--- config.mk ---
export PLATFORM = sky130hd
export DESIGN_NAME = i2s_tx_flat
export DESIGN_NICKNAME = d
export VERILOG_FILES = /design/src/rtl/i2s_tx_if.sv /design/src/rtl/i2s_tx.sv /design/src/flat_wrapper.sv
export SDC_FILE = /design/constraint.sdc
export NUM_CORES = 1
export LEC_CHECK = 0
export CORE_ASPECT_RATIO = 0.8
export CORE_UTILIZATION = 51
export CTS_CLUSTER_SIZE = 24
export DETAILED_ROUTE_END_ITERATION = 12
export PLACE_DENSITY = 0.76
export SYNTH_ARGS = -nofsm -noshare
export SYNTH_HDL_FRONTEND = slang
export SYNTH_SLANG_ARGS = --single-unit
export TNS_END_PERCENT = 100
--- constraint.sdc ---
create_clock -name clk -period 2 [get_ports clk]
set_input_delay 0.5 -clock clk [delete_from_list [all_inputs] [get_ports clk]]
set_output_delay 0.5 -clock clk [all_outputs]
set_load 0.01 [all_outputs]
--- src/rtl/i2s_tx_if.sv ---
// Sample handshake bundle for the I2S transmitter.
// Master is the PCM source, slave is i2s_tx.
interface i2s_tx_if #(
  parameter int WIDTH = 16
);
  logic             sample_valid;
  logic             sample_ready;
  logic [WIDTH-1:0] left_data;
  logic [WIDTH-1:0] right_data;

  modport master (
    output sample_valid,
    output left_data,
    output right_data,
    input  sample_ready
  );

  modport slave (
    input  sample_valid,
    input  left_data,
    input  right_data,
    output sample_ready
  );
endinterface

--- src/rtl/i2s_tx.sv ---
// I2S transmitter: BCLK/LRCLK generation, one-pair holding buffer,
// MSB-first serialization with one-bit delay and underrun signalling.
module i2s_tx #(
  parameter int WIDTH     = 16,
  parameter int SLOT_BITS = 32,
  parameter int CLK_DIV   = 4
) (
  input  logic    clk,
  input  logic    rst_n,
  i2s_tx_if.slave bus,
  output logic    i2s_bclk,
  output logic    i2s_lrclk,
  output logic    i2s_sdata,
  output logic    frame_start,
  output logic    underrun
);

  localparam int FRAME = 2 * SLOT_BITS;
  localparam int PW    = $clog2(FRAME);
  localparam int DW    = $clog2(CLK_DIV);

  localparam logic [PW-1:0] P_LAST = PW'(FRAME - 1);
  localparam logic [PW-1:0] P_SLOT = PW'(SLOT_BITS);
  localparam logic [PW-1:0] P_WID  = PW'(WIDTH);
  localparam logic [DW-1:0] D_LAST = DW'(CLK_DIV - 1);

  logic [DW-1:0]    r_div;
  logic [PW-1:0]    r_p;
  logic             r_bclk;
  logic             r_lrclk;
  logic             r_sdata;
  logic             r_fs;
  logic             r_ur;
  logic             r_full;
  logic             r_ready;
  logic [WIDTH-1:0] r_hold_l;
  logic [WIDTH-1:0] r_hold_r;
  logic [WIDTH-1:0] r_sh_l;
  logic [WIDTH-1:0] r_sh_r;

  logic             w_tick;
  logic             w_fall;
  logic [PW-1:0]    w_pinc;
  logic             w_slot;
  logic [PW-1:0]    w_k;
  logic             w_bit;
  logic             w_load;
  logic             w_xfer;

  logic [DW-1:0]    w_div_nxt;
  logic [PW-1:0]    w_p_nxt;
  logic             w_bclk_nxt;
  logic             w_lr_nxt;
  logic             w_sd_nxt;
  logic             w_full_nxt;
  logic [WIDTH-1:0] w_hold_l_nxt;
  logic [WIDTH-1:0] w_hold_r_nxt;
  logic [WIDTH-1:0] w_sh_l_nxt;
  logic [WIDTH-1:0] w_sh_r_nxt;

  // Slot decode is done on the position being entered, so the
  // outputs move together with the falling BCLK edge.
  assign w_tick = (r_div == D_LAST);
  assign w_fall = w_tick & r_bclk;
  assign w_pinc = (r_p == P_LAST) ? '0 : r_p + 1'b1;
  assign w_slot = (w_pinc >= P_SLOT);
  assign w_k    = w_slot ? w_pinc - P_SLOT : w_pinc;
  assign w_bit  = (w_k != '0) && (w_k <= P_WID);
  assign w_load = w_fall && (w_pinc == '0);
  assign w_xfer = bus.sample_valid & r_ready;

  always_comb begin
    w_div_nxt  = w_tick ? '0 : r_div + 1'b1;
    w_bclk_nxt = r_bclk ^ w_tick;
    w_p_nxt    = r_p;
    w_lr_nxt   = r_lrclk;
    w_sd_nxt   = r_sdata;
    w_sh_l_nxt = r_sh_l;
    w_sh_r_nxt = r_sh_r;
    if (w_fall) begin
      w_p_nxt  = w_pinc;
      w_lr_nxt = w_slot;
      w_sd_nxt = 1'b0;
      if (w_load) begin
        w_sh_l_nxt = r_full ? r_hold_l : '0;
        w_sh_r_nxt = r_full ? r_hold_r : '0;
      end else if (w_bit) begin
        if (w_slot) begin
          w_sd_nxt   = r_sh_r[WIDTH-1];
          w_sh_r_nxt = r_sh_r << 1;
        end else begin
          w_sd_nxt   = r_sh_l[WIDTH-1];
          w_sh_l_nxt = r_sh_l << 1;
        end
      end
    end
  end

  // A pair accepted on an empty-buffer load edge stays held for
  // the following frame; the current frame still goes out silent.
  always_comb begin
    w_hold_l_nxt = w_xfer ? bus.left_data  : r_hold_l;
    w_hold_r_nxt = w_xfer ? bus.right_data : r_hold_r;
    w_full_nxt   = (w_load && r_full) ? 1'b0 : (r_full | w_xfer);
  end

  always_ff @(posedge clk) begin
    if (!rst_n) begin
      r_div    <= '0;
      r_p      <= P_LAST;
      r_bclk   <= 1'b0;
      r_lrclk  <= 1'b0;
      r_sdata  <= 1'b0;
      r_fs     <= 1'b0;
      r_ur     <= 1'b0;
      r_full   <= 1'b0;
      r_ready  <= 1'b1;
      r_hold_l <= '0;
      r_hold_r <= '0;
      r_sh_l   <= '0;
      r_sh_r   <= '0;
    end else begin
      r_div    <= w_div_nxt;
      r_p      <= w_p_nxt;
      r_bclk   <= w_bclk_nxt;
      r_lrclk  <= w_lr_nxt;
      r_sdata  <= w_sd_nxt;
      r_fs     <= w_load;
      r_ur     <= w_load & ~r_full;
      r_full   <= w_full_nxt;
      r_ready  <= ~w_full_nxt;
      r_hold_l <= w_hold_l_nxt;
      r_hold_r <= w_hold_r_nxt;
      r_sh_l   <= w_sh_l_nxt;
      r_sh_r   <= w_sh_r_nxt;
    end
  end

  assign i2s_bclk         = r_bclk;
  assign i2s_lrclk        = r_lrclk;
  assign i2s_sdata        = r_sdata;
  assign frame_start      = r_fs;
  assign underrun         = r_ur;
  assign bus.sample_ready = r_ready;

endmodule

--- src/flat_wrapper.sv ---
// flat-port wrapper written by rule: the top's interface ports become plain ports
module i2s_tx_flat 
#(
  parameter int WIDTH     = 16,
  parameter int SLOT_BITS = 32,
  parameter int CLK_DIV   = 4
)
  (clk, rst_n, i2s_bclk, i2s_lrclk, i2s_sdata, frame_start, underrun, bus_sample_valid, bus_left_data, bus_right_data, bus_sample_ready);
  i2s_tx_if #(.WIDTH(WIDTH)) bus_i ();
  input  logic clk;
  input  logic rst_n;
  output logic i2s_bclk;
  output logic i2s_lrclk;
  output logic i2s_sdata;
  output logic frame_start;
  output logic underrun;
  input wire logic [$bits(bus_i.sample_valid)-1:0] bus_sample_valid;
  input wire logic [$bits(bus_i.left_data)-1:0] bus_left_data;
  input wire logic [$bits(bus_i.right_data)-1:0] bus_right_data;
  output wire logic [$bits(bus_i.sample_ready)-1:0] bus_sample_ready;
  assign bus_i.sample_valid = bus_sample_valid;
  assign bus_i.left_data = bus_left_data;
  assign bus_i.right_data = bus_right_data;
  assign bus_sample_ready = bus_i.sample_ready;
  i2s_tx #(.WIDTH(WIDTH), .SLOT_BITS(SLOT_BITS), .CLK_DIV(CLK_DIV)) u_core (.clk(clk), .rst_n(rst_n), .bus(bus_i), .i2s_bclk(i2s_bclk), .i2s_lrclk(i2s_lrclk), .i2s_sdata(i2s_sdata), .frame_start(frame_start), .underrun(underrun));
endmodule
# ---- Word-level counts from Yosys, hierarchy flattened
# Cells that the tools add are included.
# Widths: inputs -> output; s select.
dict set report totals {
  register_bits 79
  input_bits 35
  output_inout_bits 6
  word_cells 53
}
dict set report op_classes {
  addsub 3
  magnitude_cmp 2
  eq_ne 3
  muxes 14
  bitwise_logic 8
  reduce_logical 10
}
# op count
set ops {}
lappend ops {{$mux 16} 8}
lappend ops {{$mux 6} 2}
lappend ops {{$add 6x1->6 const B} 1}
lappend ops {{$eq 6x6->1 const B} 1}
lappend ops {{$ge 6x6->1 const B} 1}
lappend ops {{$le 6x5->1 const B} 1}
lappend ops {{$logic_not 6->1} 1}
lappend ops {{$reduce_and 3->1} 2}
lappend ops {{$reduce_bool 6->1} 1}
lappend ops {{$sub 6x6->6 const B} 1}
lappend ops {{$mux 1} 4}
lappend ops {{$reduce_bool 2->1} 2}
lappend ops {{$and 1x1->1} 3}
lappend ops {{$logic_and 1x1->1} 3}
lappend ops {{$not 1->1} 3}
lappend ops {{$add 2x1->2 const B} 1}
lappend ops {{$eq 2x2->1 const B} 1}
lappend ops {{$ne 2x2->1 const B} 1}
lappend ops {{$reduce_or 2->1} 1}
lappend ops {{$or 1x1->1} 1}
lappend ops {{$xor 1x1->1} 1}

# ---- Depth between registers and ports, before layout
# Gate-level depths: netlist of run 1.
dict set report depth {
  ltp_word 8
  mapped_depth 8
  ltp_nobuf 6
}

# ---- Worst setup path before layout of run 1
# Ideal clock, no wire load.
dict set report synth_path {
  kind {reg2reg}
  from {reg u_core.r_p[0]}
  to {reg u_core.r_sh_l[10]}
  setup_ps 119
  arrival_time_ps 1746
  t_required_ps 1881
  setup_slack_ps 136
  stages_incl_launch_ff 8
  path_buffers 2
  synth_period_minus_slack_ps 1864
  cell_sequence {dfxtp_1 -> ha_1 -> and2_1 -> a32oi_2 -> and3_1 -> buf_2 -> buf_6 -> o221a_2}
}
dict set report synth_via {
  elab_chain_cells 8
  word_cells_on_any_way 15
  cone_classes {add/sub (2); order compare (2); eq/ne (2); mux (3); reduce/logical (6)}
}
# item line_no
set synth_rtl {}
lappend synth_rtl {{start: declaration} i2s_tx.sv:28} ;# logic [PW-1:0] r_p;
lappend synth_rtl {{start signal: assignment} i2s_tx.sv:124} ;# r_p <= w_p_nxt;
lappend synth_rtl {{$add 6x1->6 or $eq 6x6->1 (tied branches)} i2s_tx.sv:65} ;# assign w_pinc = (r_p == P_LAST) ? '0 : r_p + 1'b1;
lappend synth_rtl {{$mux 6 (*)} i2s_tx.sv:65}
lappend synth_rtl {{$sub 6x6->6 or $ge 6x6->1 (tied branches)} {i2s_tx.sv:67, i2s_tx.sv:66}}
lappend synth_rtl {{$mux 6} i2s_tx.sv:67} ;# assign w_k = w_slot ? w_pinc - P_SLOT : w_pinc;
lappend synth_rtl {{$le 6x5->1 or $reduce_bool 6->1 (tied branches)} i2s_tx.sv:68} ;# assign w_bit = (w_k != '0) && (w_k <= P_WID);
lappend synth_rtl {{$logic_and 1x1->1} i2s_tx.sv:68}
lappend synth_rtl {{$reduce_bool 2->1 (no line)} --}
lappend synth_rtl {{$reduce_and 3->1 (no line)} --}
lappend synth_rtl {{end signal: assignment} i2s_tx.sv:134} ;# r_sh_l <= w_sh_l_nxt;
lappend synth_rtl {{end: declaration} i2s_tx.sv:38} ;# logic [WIDTH-1:0] r_sh_l;
# Every way passes the cells marked *; elsewhere a longest branch is shown, timed or not.
# A chain may end at the register's enable or synchronous reset.

# ---- Final worst setup path of run 1
dict set report layout_path {
  from {reg u_core.r_div[0]}
  to {reg u_core.r_sh_r[13]}
}
dict set report layout_via {
  elab_chain_cells 5
  word_cells_on_any_way 7
  cone_classes {eq/ne (1); mux (1); bitwise (1); reduce/logical (4)}
}
# item line_no
set layout_rtl {}
lappend layout_rtl {{start: declaration} i2s_tx.sv:27} ;# logic [DW-1:0] r_div;
lappend layout_rtl {{start signal: assignment} i2s_tx.sv:123} ;# r_div <= w_div_nxt;
lappend layout_rtl {{$eq 2x2->1 (*)} i2s_tx.sv:63} ;# assign w_tick = (r_div == D_LAST);
lappend layout_rtl {{$and 1x1->1 (*)} i2s_tx.sv:64} ;# assign w_fall = w_tick & r_bclk;
lappend layout_rtl {{via u_core.w_fall} i2s_tx.sv:42} ;# logic w_fall;
lappend layout_rtl {{$logic_and 1x1->1} i2s_tx.sv:69} ;# assign w_load = w_fall && (w_pinc == '0);
lappend layout_rtl {{$reduce_bool 2->1 (no line)} --}
lappend layout_rtl {{$reduce_and 3->1 (no line)} --}
lappend layout_rtl {{end signal: assignment} i2s_tx.sv:135} ;# r_sh_r <= w_sh_r_nxt;
lappend layout_rtl {{end: declaration} i2s_tx.sv:39} ;# logic [WIDTH-1:0] r_sh_r;
# Mark *: on every way through the listed nets, which the timed path passes. The rest lies on a longest branch.

==> flow_summary.ini, run 1 <==
[finish]
final_nets = 510
num-fill-cells = 545
final_cell_mix = nand2_1 (91), dfxtp_1 (79), clkdlybuf4s50_1 (40)
diodes = 0
area_delta_synth_final_pct = 22.7
multi_input_area_um2 = 1990
instances_no_fill = 564
drive_above_1_share_pct = 18.2
final_common_cell = nand2_1
ff_latch_area_um2 = 1580
design_area_um2 = 4680

[cts]
cts_tree = yes
clkTransAtPathRegs_ns = 0.08
clk_root_buffer_cell = clkbuf_8
clk_path_buf_depth = 2
cts_sinks = 79
cts_buffers = 9
clk_latency_ns = 0.35
htreeDepth = 3
cts_hold_buf = 0

[global_routing]
grt_max_degree = 44
busiest_layer = met2
grt_util_met1_pct = 36.0
grt_pass1_vias = 3259
grt_pass1_wl_um = 15900
grt_util_all_layers_pct = 25.5
globalRouteMet2Util_pct = 38.7
antenna_found_initial = 0
overflow = 0
use_met3_pct = 6.57

[placement]
placed_cell_area_um2 = 4400
dp.final_hpwl_um = 6150
numPortBuffers = 40
dp_cells = 547
globalplace.congestion = 0.866

[sta]
finalCritPeriodShare_pct = 95.1
hold_slack_ns = 0.429
slew_violations = 0
max_slew_margin_pct = 69.9
worst_slew_pin_slew_ns = 0.446
setup_viol = 0
max_clock_freq_mhz = 526
fin_crit_ns = 1.90
skew_ns = 0.0118
finalHoldViolCount = 0

[worst_setup_path]
reg2reg_to = u_core.r_sh_r[13]$_SDFFE_PN0P_
arrival_ns = 2.12
max_stage_delay_ns = 0.46
worstReg2RegStart = u_core.r_div[0]$_SDFF_PP0_
worst-setup-path-type = register to register
reg2reg_depth = 7
critical_path_required_ns = 2.22
path_cells = ha_1 -> ha_4 -> buf_4 -> o211a_4 -> buf_4 -> o41ai_1 -> a31oi_2
r2r_slack_ns = 0.1
start_kind = register
cp_common_cell = buf_4
crit_fanout = 15
timing.critical_path.to_type = register
cp_slowest_cell = o41ai_1

[power]
pwr-share-clk_pct = 39.8
power_switching_w = 0.000814
intPower_w = 0.00249
seqPwrFrac_pct = 50.6
switching_share_pct = 24.6
ir_worst_vdd_uv = 387
p_leak_nw = 1.65
powerDensity_nw_per_um2 = 706
p_comb_share_pct = 9.6

[synth]
yosysSeqAreaShare_pct = 41.4
synth_top_flop_cell = dfxtp_1
synthTopCellsByArea = dfxtp_1 (41%), nand2_1 (8.9%), a21oi_1 (4.9%)
syn-cell-area_um2 = 3820
synth.distinct_cells = 57
synth_seq_cells = 79
synth-edff-count = 0
syn_area_per_cell_um2 = 8.76
yosysTopAreaCell = dfxtp_1
synthCells = 436
syn_nets = 474
synth_top_area_share_pct = 41.4
yosys_warnings = 0
synthArstFlopShare_pct = 0

[detailed_routing]
ant_nets = 0
drtPass1Iterations = 5
drt_iter0_markers = 318
post_drt_wl_per_cell_um = 16.8
drc_errors = 0
totalWireLength_um = 9460
vias = 3493
via_per_inst = 6.19

[flow_run]
maxCapViolations = 0

[die]
rows = 27
initial_core_util_pct = 54.1
core_um2 = 7060
fp.dieW_um = 98.7
die-area_um2 = 7840
fp.dieH_um = 79.4
io_pins = 41

[hold_path]
hold_path.class = register to register
whs_path_depth = 1
holdPathEnd = u_core.r_div[0]$_SDFF_PP0_
worstHoldStart = u_core.r_div[0]$_SDFF_PP0_

[status]
status = finished clean
[Yosys cell counts, types with 2 or more instances]
master and instances:
nor3b_1 2, a22oi_1 14, a31oi_1 2, dfxtp_1 79
nor4_4 2, o21a_1 3, nor2_1 2, o211ai_1 2
nor2b_1 2, a41oi_2 8, a21oi_1 37, o221a_2 14
and2_1 4, o41ai_1 16, buf_4 2, o2111ai_1 15
buf_6 2, nor3_1 2, a41oi_1 7, nand3_1 17
o21ai_0 6, clkbuf_1 21, ha_1 3, inv_1 17
buf_2 17, buf_1 3, and3_1 17, nand2_1 91
[per-stage QoR]
stage                     utilization [%]  setup WS [ns]  TNS [ns]  power [W]
after CTS                            65.4         0.0174         0    0.00332
after global placement               62.3          0.168         0    0.00201
after global routing                 66.3       -0.00114  -0.00114    0.00344
final                                66.3         0.0971         0    0.00331
after detailed placement             62.3         0.0158         0    0.00202
after floorplan                         -          0.136         0    0.00187
[worst max-delay path by stage]
stage                                from                        endpoint  slack (ns)  depth (start not counted)
4_1_cts        u_core.r_div[0]$_SDFF_PP0_  u_core.r_sh_r[10]$_SDFFE_PN0P_        0.02                          7
3_3_place_gp   u_core.r_div[0]$_SDFF_PP0_   u_core.r_sh_r[1]$_SDFFE_PN0P_        0.17                          7
3_5_place_dp   u_core.r_div[0]$_SDFF_PP0_  u_core.r_sh_r[10]$_SDFFE_PN0P_        0.02                          7
6_report       u_core.r_div[0]$_SDFF_PP0_  u_core.r_sh_r[13]$_SDFFE_PN0P_         0.1                          7
5_1_grt        u_core.r_p[0]$_SDFFE_PN1P_  u_core.r_sh_l[12]$_SDFFE_PN0P_      -0.001                          6
2_1_floorplan  u_core.r_p[0]$_SDFFE_PN1P_  u_core.r_sh_l[10]$_SDFFE_PN0P_        0.14                          7
[timing repair]
action / in CTS / in global routing
resized for setup: 0 / 13
buffers inserted: 0 / 0
endpoints found under the setup margin: 0 / 15
[state kept, by name, summed over array words and instances, names as in the netlist]
name	count
u_core.r_hold_l	16
u_core.i2s_sdata	1
u_core.frame_start	1
u_core.i2s_lrclk	1
u_core.r_div	2
u_core.r_sh_l	16
u_core.r_p	6
u_core.underrun	1
u_core.r_full	1
u_core.i2s_bclk	1
u_core.r_sh_r	16
u_core.bus.sample_ready	1
u_core.r_hold_r	16
[critical path, delay by kind of cell (launching register included)]
family / cells / cell delay, ns
adder cells (fa/ha/maj): 2 / 0.44
flip-flops: 1 / 0.32
buffers and inverters: 2 / 0.35
AO/OA/AOI/OAI: 3 / 0.66
[metal layers]
| metal | wire (µm) | up-vias |
|---|---|---|
| met3 | 737 | 6 |
| met1 | 4530 | 1645 |
| li1 | - | 1690 |
| met5 | 0 | - |
| met2 | 4150 | 152 |
| met4 | 46 | 0 |
[area by class of cell]
cell class / count / area share (%)
Inverter: 17 / 1.36
Timing Repair Buffer: 71 / 15.4
Tap cell: 87 / 2.32
Clock buffer: 10 / 2.73
Multi-Input combinational cell: 294 / 42.5
Clock inverter: 6 / 1.98
Sequential cell: 79 / 33.8
[kinds of logic (layout without fill, tap and decap cells)]
family / after synthesis / after routing / synth area share, %
XOR/XNOR: 1 / 1 / 0.229
flip-flops: 79 / 79 / 41.4
AO/OA/AOI/OAI: 138 / 138 / 30.0
adder cells (fa/ha/maj): 3 / 3 / 0.983
buffers and inverters: 63 / 104 / 7.64
multiplexers: 1 / 1 / 0.262
AND/OR/NAND/NOR: 151 / 151 / 19.5
[power by group through the flow]
stage | sequential [W] | combinational, W | clock (W)
6_report | 0.00167 | 0.000316 | 0.00132
5_1_grt | 0.00168 | 0.000356 | 0.00141
4_1_cts | 0.00167 | 0.000313 | 0.00134
3_5_place_dp | 0.00171 | 0.000312 | 0
3_3_place_gp | 0.00171 | 0.000305 | 0
2_1_floorplan | 0.00170 | 0.000177 | 0
Power figures use the tool's default switching activity.
==> inputs of run 2 (changes only) <==
--- a/config.mk
+++ b/config.mk
@@ -9,6 +9,7 @@
 export CORE_UTILIZATION = 51
 export CTS_CLUSTER_SIZE = 24
 export DETAILED_ROUTE_END_ITERATION = 12
+export MAX_ROUTING_LAYER = met4
 export PLACE_DENSITY = 0.76
 export SYNTH_ARGS = -nofsm -noshare
 export SYNTH_HDL_FRONTEND = slang
==> flow_summary.ini, run 2 (synthesis results as in run 1) <==
[worst_setup_path]
cp_common_cell = buf_4
path_cells = ha_1 -> ha_4 -> buf_4 -> o211a_4 -> buf_4 -> o41ai_1 -> a31oi_2
timing.critical_path.to_type = register
cp_slowest_cell = o41ai_1
max_stage_delay_ns = 0.46
worst-setup-path-type = register to register
critical_path_required_ns = 2.23
crit_family = compound AO/OA/AOI/OAI gates
crit_fanout = 15
start_kind = register
arrival_ns = 2.13
crit_buf_inv = 2

[die]
fp.dieW_um = 98.7
die-area_um2 = 7840
rows = 27
fp.dieH_um = 79.4
core_um2 = 7060
io_pins = 41
initial_core_util_pct = 54.1

[hold_path]
hold_path.class = register to register

[power]
switching_share_pct = 24.7
seqPwrFrac_pct = 50.5
p_leak_nw = 1.65
ir_worst_vdd_uv = 388
powerDensity_nw_per_um2 = 707
intPower_w = 0.00249
pwr-share-clk_pct = 39.9
p_comb_share_pct = 9.5
power_switching_w = 0.000818
finalPower_w = 0.00331

[cts]
clk_latency_ns = 0.35
cts_buffers = 9
cts_hold_buf = 0
cts_tree = yes
clk_path_buf_depth = 2
clk_root_buffer_cell = clkbuf_8
clkTransAtPathRegs_ns = 0.08
htreeDepth = 3
cts_sinks = 79
post_cts.repair.setup_buffers = 0

[finish]
final_cell_mix = nand2_1 (91), dfxtp_1 (79), clkdlybuf4s50_1 (40)
diodes = 0
instances_no_fill = 564
drive_above_1_share_pct = 18.2
design_area_um2 = 4680
final_nets = 510
final_common_cell = nand2_1
area_delta_synth_final_pct = 22.7

[sta]
max_slew_margin_pct = 69.7
finalHoldViolCount = 0
hold_slack_ns = 0.431
skew_ns = 0.0128
finalCritPeriodShare_pct = 95.3
worst_slew_pin_slew_ns = 0.449
slew_violations = 0
max_clock_freq_mhz = 524
fin_crit_ns = 1.91
setup_viol = 0

[global_routing]
grt_pass1_wl_um = 15900
overflow = 0
grt_pass1_vias = 3259
antenna_found_initial = 0
grt_util_all_layers_pct = 26.2
grt_max_degree = 44

[detailed_routing]
vias = 3512
drt_iter0_markers = 348
post_drt_wl_per_cell_um = 16.8
totalWireLength_um = 9480
ant_nets = 0
drc_errors = 0
drtPass1Iterations = 5
via_per_inst = 6.23

[placement]
dp.final_hpwl_um = 6150
dp_cells = 547
numPortBuffers = 40
placed_cell_area_um2 = 4400
globalplace.congestion = 0.880

[status]
status = finished clean

[flow_run]
maxCapViolations = 0
## run 2: worst paths after layout
path                         startpoint                        endpoint  slack, ns  cells past startpoint
min reg2reg  u_core.r_div[0]$_SDFF_PP0_      u_core.r_div[0]$_SDFF_PP0_       0.43                      1
max reg2reg  u_core.r_div[0]$_SDFF_PP0_  u_core.r_sh_r[13]$_SDFFE_PN0P_       0.09                      7
min          u_core.r_div[0]$_SDFF_PP0_      u_core.r_div[0]$_SDFF_PP0_       0.43                      1
max          u_core.r_div[0]$_SDFF_PP0_  u_core.r_sh_r[13]$_SDFFE_PN0P_       0.09                      7
## run 2: per-layer routing
| layer | global-route usage [%] | wire length (µm) | up-vias |
|---|---|---|---|
| met2 | 38.7 | 4180 | 155 |
| met5 | - | 0 | - |
| li1 | - | - | 1693 |
| met3 | 6.48 | 778 | 8 |
| met4 | 6.27 | 53 | 0 |
| met1 | 36.1 | 4470 | 1656 |
## run 2: timing repair
action / in CTS / in global routing
endpoints found under the setup margin: 0 / 15
hold endpoints to repair: 0 / 0
resized for setup: 0 / 13
## run 2: cell type report
cell class | count | area (µm²)
clock buffers | 10 | 128
inverters | 17 | 63.8
fillers | 545 | 2380
clock inverters | 6 | 92.6
multi-input cells | 294 | 1990
repair buffers | 71 | 719
well taps | 87 | 109
flip-flops and latches | 79 | 1580
## run 2: stage by stage
stage / TNS (ns) / setup slack [ns] / util [%]
after floorplan: 0 / 0.136 / -
after global placement: 0 / 0.168 / 62.3
after detailed placement: 0 / 0.0158 / 62.3
after CTS: 0 / 0.0174 / 65.4
after global routing: -0.00114 / -0.00114 / 66.3
final: 0 / 0.0932 / 66.3
## run 2: worst reg2reg max path: stages, from the launching register on
cell	delay, ns
dfxtp_1	0.32
ha_1	0.25
ha_4	0.19
buf_4	0.16
o211a_4	0.14
buf_4	0.19
o41ai_1	0.47
a31oi_2	0.06
## run 2: power by group through the flow
stage	logic, W	clock network, W	registers, W
after CTS	0.000313	0.00134	0.00167
after global routing	0.000356	0.00141	0.00168
final	0.000316	0.00132	0.00167
after floorplan	0.000177	0	0.00170
after global placement	0.000305	0	0.00171
after detailed placement	0.000312	0	0.00171
==> inputs of run 3 (changes only) <==
--- a/config.mk
+++ b/config.mk
@@ -10,7 +10,7 @@
 export CTS_CLUSTER_SIZE = 24
 export DETAILED_ROUTE_END_ITERATION = 12
 export MAX_ROUTING_LAYER = met4
-export PLACE_DENSITY = 0.76
+export PLACE_DENSITY = 0.83
 export SYNTH_ARGS = -nofsm -noshare
 export SYNTH_HDL_FRONTEND = slang
 export SYNTH_SLANG_ARGS = --single-unit
==> flow_summary.ini, run 3 (synthesis results as in run 1) <==
[worst_setup_path]
crit_fanout = 11
timing.critical_path.to_type = register
arrival_ns = 2.16
crit_buf_inv = 2
worst-setup-path-type = register to register
cp_slowest_cell = o41ai_1
crit_family = compound AO/OA/AOI/OAI gates
path_cells = ha_2 -> ha_2 -> buf_4 -> o211a_4 -> buf_4 -> o41ai_1 -> a41oi_2
start_kind = register
critical_path_required_ns = 2.21
max_stage_delay_ns = 0.53

[die]
rows = 27
fp.dieW_um = 98.7
core_um2 = 7060
fp.dieH_um = 79.4
die-area_um2 = 7840
initial_core_util_pct = 54.1
io_pins = 41

[hold_path]
hold_path.class = register to register

[finish]
final_nets = 510
drive_above_1_share_pct = 18.0
instances_no_fill = 564
utilization_pct = 65.8
area_delta_synth_final_pct = 21.6
diodes = 0
final_cell_mix = nand2_1 (91), dfxtp_1 (79), clkdlybuf4s50_1 (40)
final_common_cell = nand2_1
design_area_um2 = 4640

[cts]
cts_buffers = 9
cts_hold_buf = 0
cts-resized-gates = 0
cts_sinks = 79
clk_path_buf_depth = 2
post_cts.repair.setup_buffers = 0
cts_tree = yes
htreeDepth = 3
clk_root_buffer_cell = clkbuf_8
clk_latency_ns = 0.35
clkTransAtPathRegs_ns = 0.08

[global_routing]
globalRouteMet2Util_pct = 41.8
grt_util_all_layers_pct = 27.0
grt_pass1_vias = 3339
antenna_found_initial = 0
grt_util_met1_pct = 36.1
overflow = 0
grt_pass1_wl_um = 16500
grt_max_degree = 44
use_met3_pct = 5.69
busiest_layer = met2

[power]
seqPwrFrac_pct = 52.0
power_switching_w = 0.000804
pwr-share-clk_pct = 37.9
powerDensity_nw_per_um2 = 693
p_leak_nw = 1.64
ir_worst_vdd_uv = 470
intPower_w = 0.00241
switching_share_pct = 25.0
p_comb_share_pct = 10.1

[detailed_routing]
post_drt_wl_per_cell_um = 17.2
totalWireLength_um = 9700
drc_errors = 0
via_per_inst = 6.28
ant_nets = 0
drt_iter0_markers = 358
vias = 3542
drtPass1Iterations = 5

[placement]
dp.final_hpwl_um = 6360
numPortBuffers = 40
globalplace.congestion = 0.864
placed_cell_area_um2 = 4390
dp_cells = 548

[sta]
worst_slew_pin_slew_ns = 0.557
fin_crit_ns = 1.95
max_clock_freq_mhz = 512
slew_violations = 0
finalHoldViolCount = 0
setup_viol = 0
finalCritPeriodShare_pct = 97.7
skew_ns = 0.00399
max_slew_margin_pct = 62.4

[flow_run]
maxCapViolations = 0

[status]
status = finished clean
run 3: power groups by stage:
stage / Clock [W] / Sequential (W) / Combinational, W
2_1_floorplan: 0 / 0.00170 / 0.000177
3_3_place_gp: 0 / 0.00170 / 0.000307
3_5_place_dp: 0 / 0.00171 / 0.000318
4_1_cts: 0.00124 / 0.00167 / 0.000320
5_1_grt: 0.00130 / 0.00168 / 0.000358
6_report: 0.00122 / 0.00167 / 0.000324
run 3: worst paths after layout:
path	from	end	slack (ns)	cells past startpoint
worst min-delay path	u_core.r_div[0]$_SDFF_PP0_	u_core.r_div[0]$_SDFF_PP0_	0.45	1
worst min register to register	u_core.r_div[0]$_SDFF_PP0_	u_core.r_div[0]$_SDFF_PP0_	0.45	1
worst max register to register	u_core.r_div[0]$_SDFF_PP0_	u_core.r_sh_r[11]$_SDFFE_PN0P_	0.05	7
worst max-delay path	u_core.r_div[0]$_SDFF_PP0_	u_core.r_sh_r[11]$_SDFFE_PN0P_	0.05	7
run 3: metal layers:
metal / part of all wire [%] / wire length (µm)
met5: 0 / 0
met4: 1.6 / 155
met3: 8.3 / 803
met2: 45 / 4400
met1: 45 / 4350
run 3: area by class of cell:
cell class / count / area, µm²
Tap cell: 87 / 109
Sequential cell: 79 / 1580
Clock buffer: 11 / 141
Multi-Input combinational cell: 294 / 1970
Fill cell: 540 / 2420
Timing Repair Buffer: 71 / 714
Inverter: 17 / 63.8
Clock inverter: 5 / 63.8
run 3: metrics by stage:
step	power (W)	worst slack [ns]	hold WS [ns]	setup TNS, ns
floorplan	0.00187	0.136	0.408	0
CTS	0.00323	0.0429	0.444	0
finish	0.00322	0.0461	0.449	0
global route	0.00334	-0.0480	0.464	-0.0638
global placement	0.00201	0.138	0.423	0
detailed placement	0.00203	0.0634	0.433	0
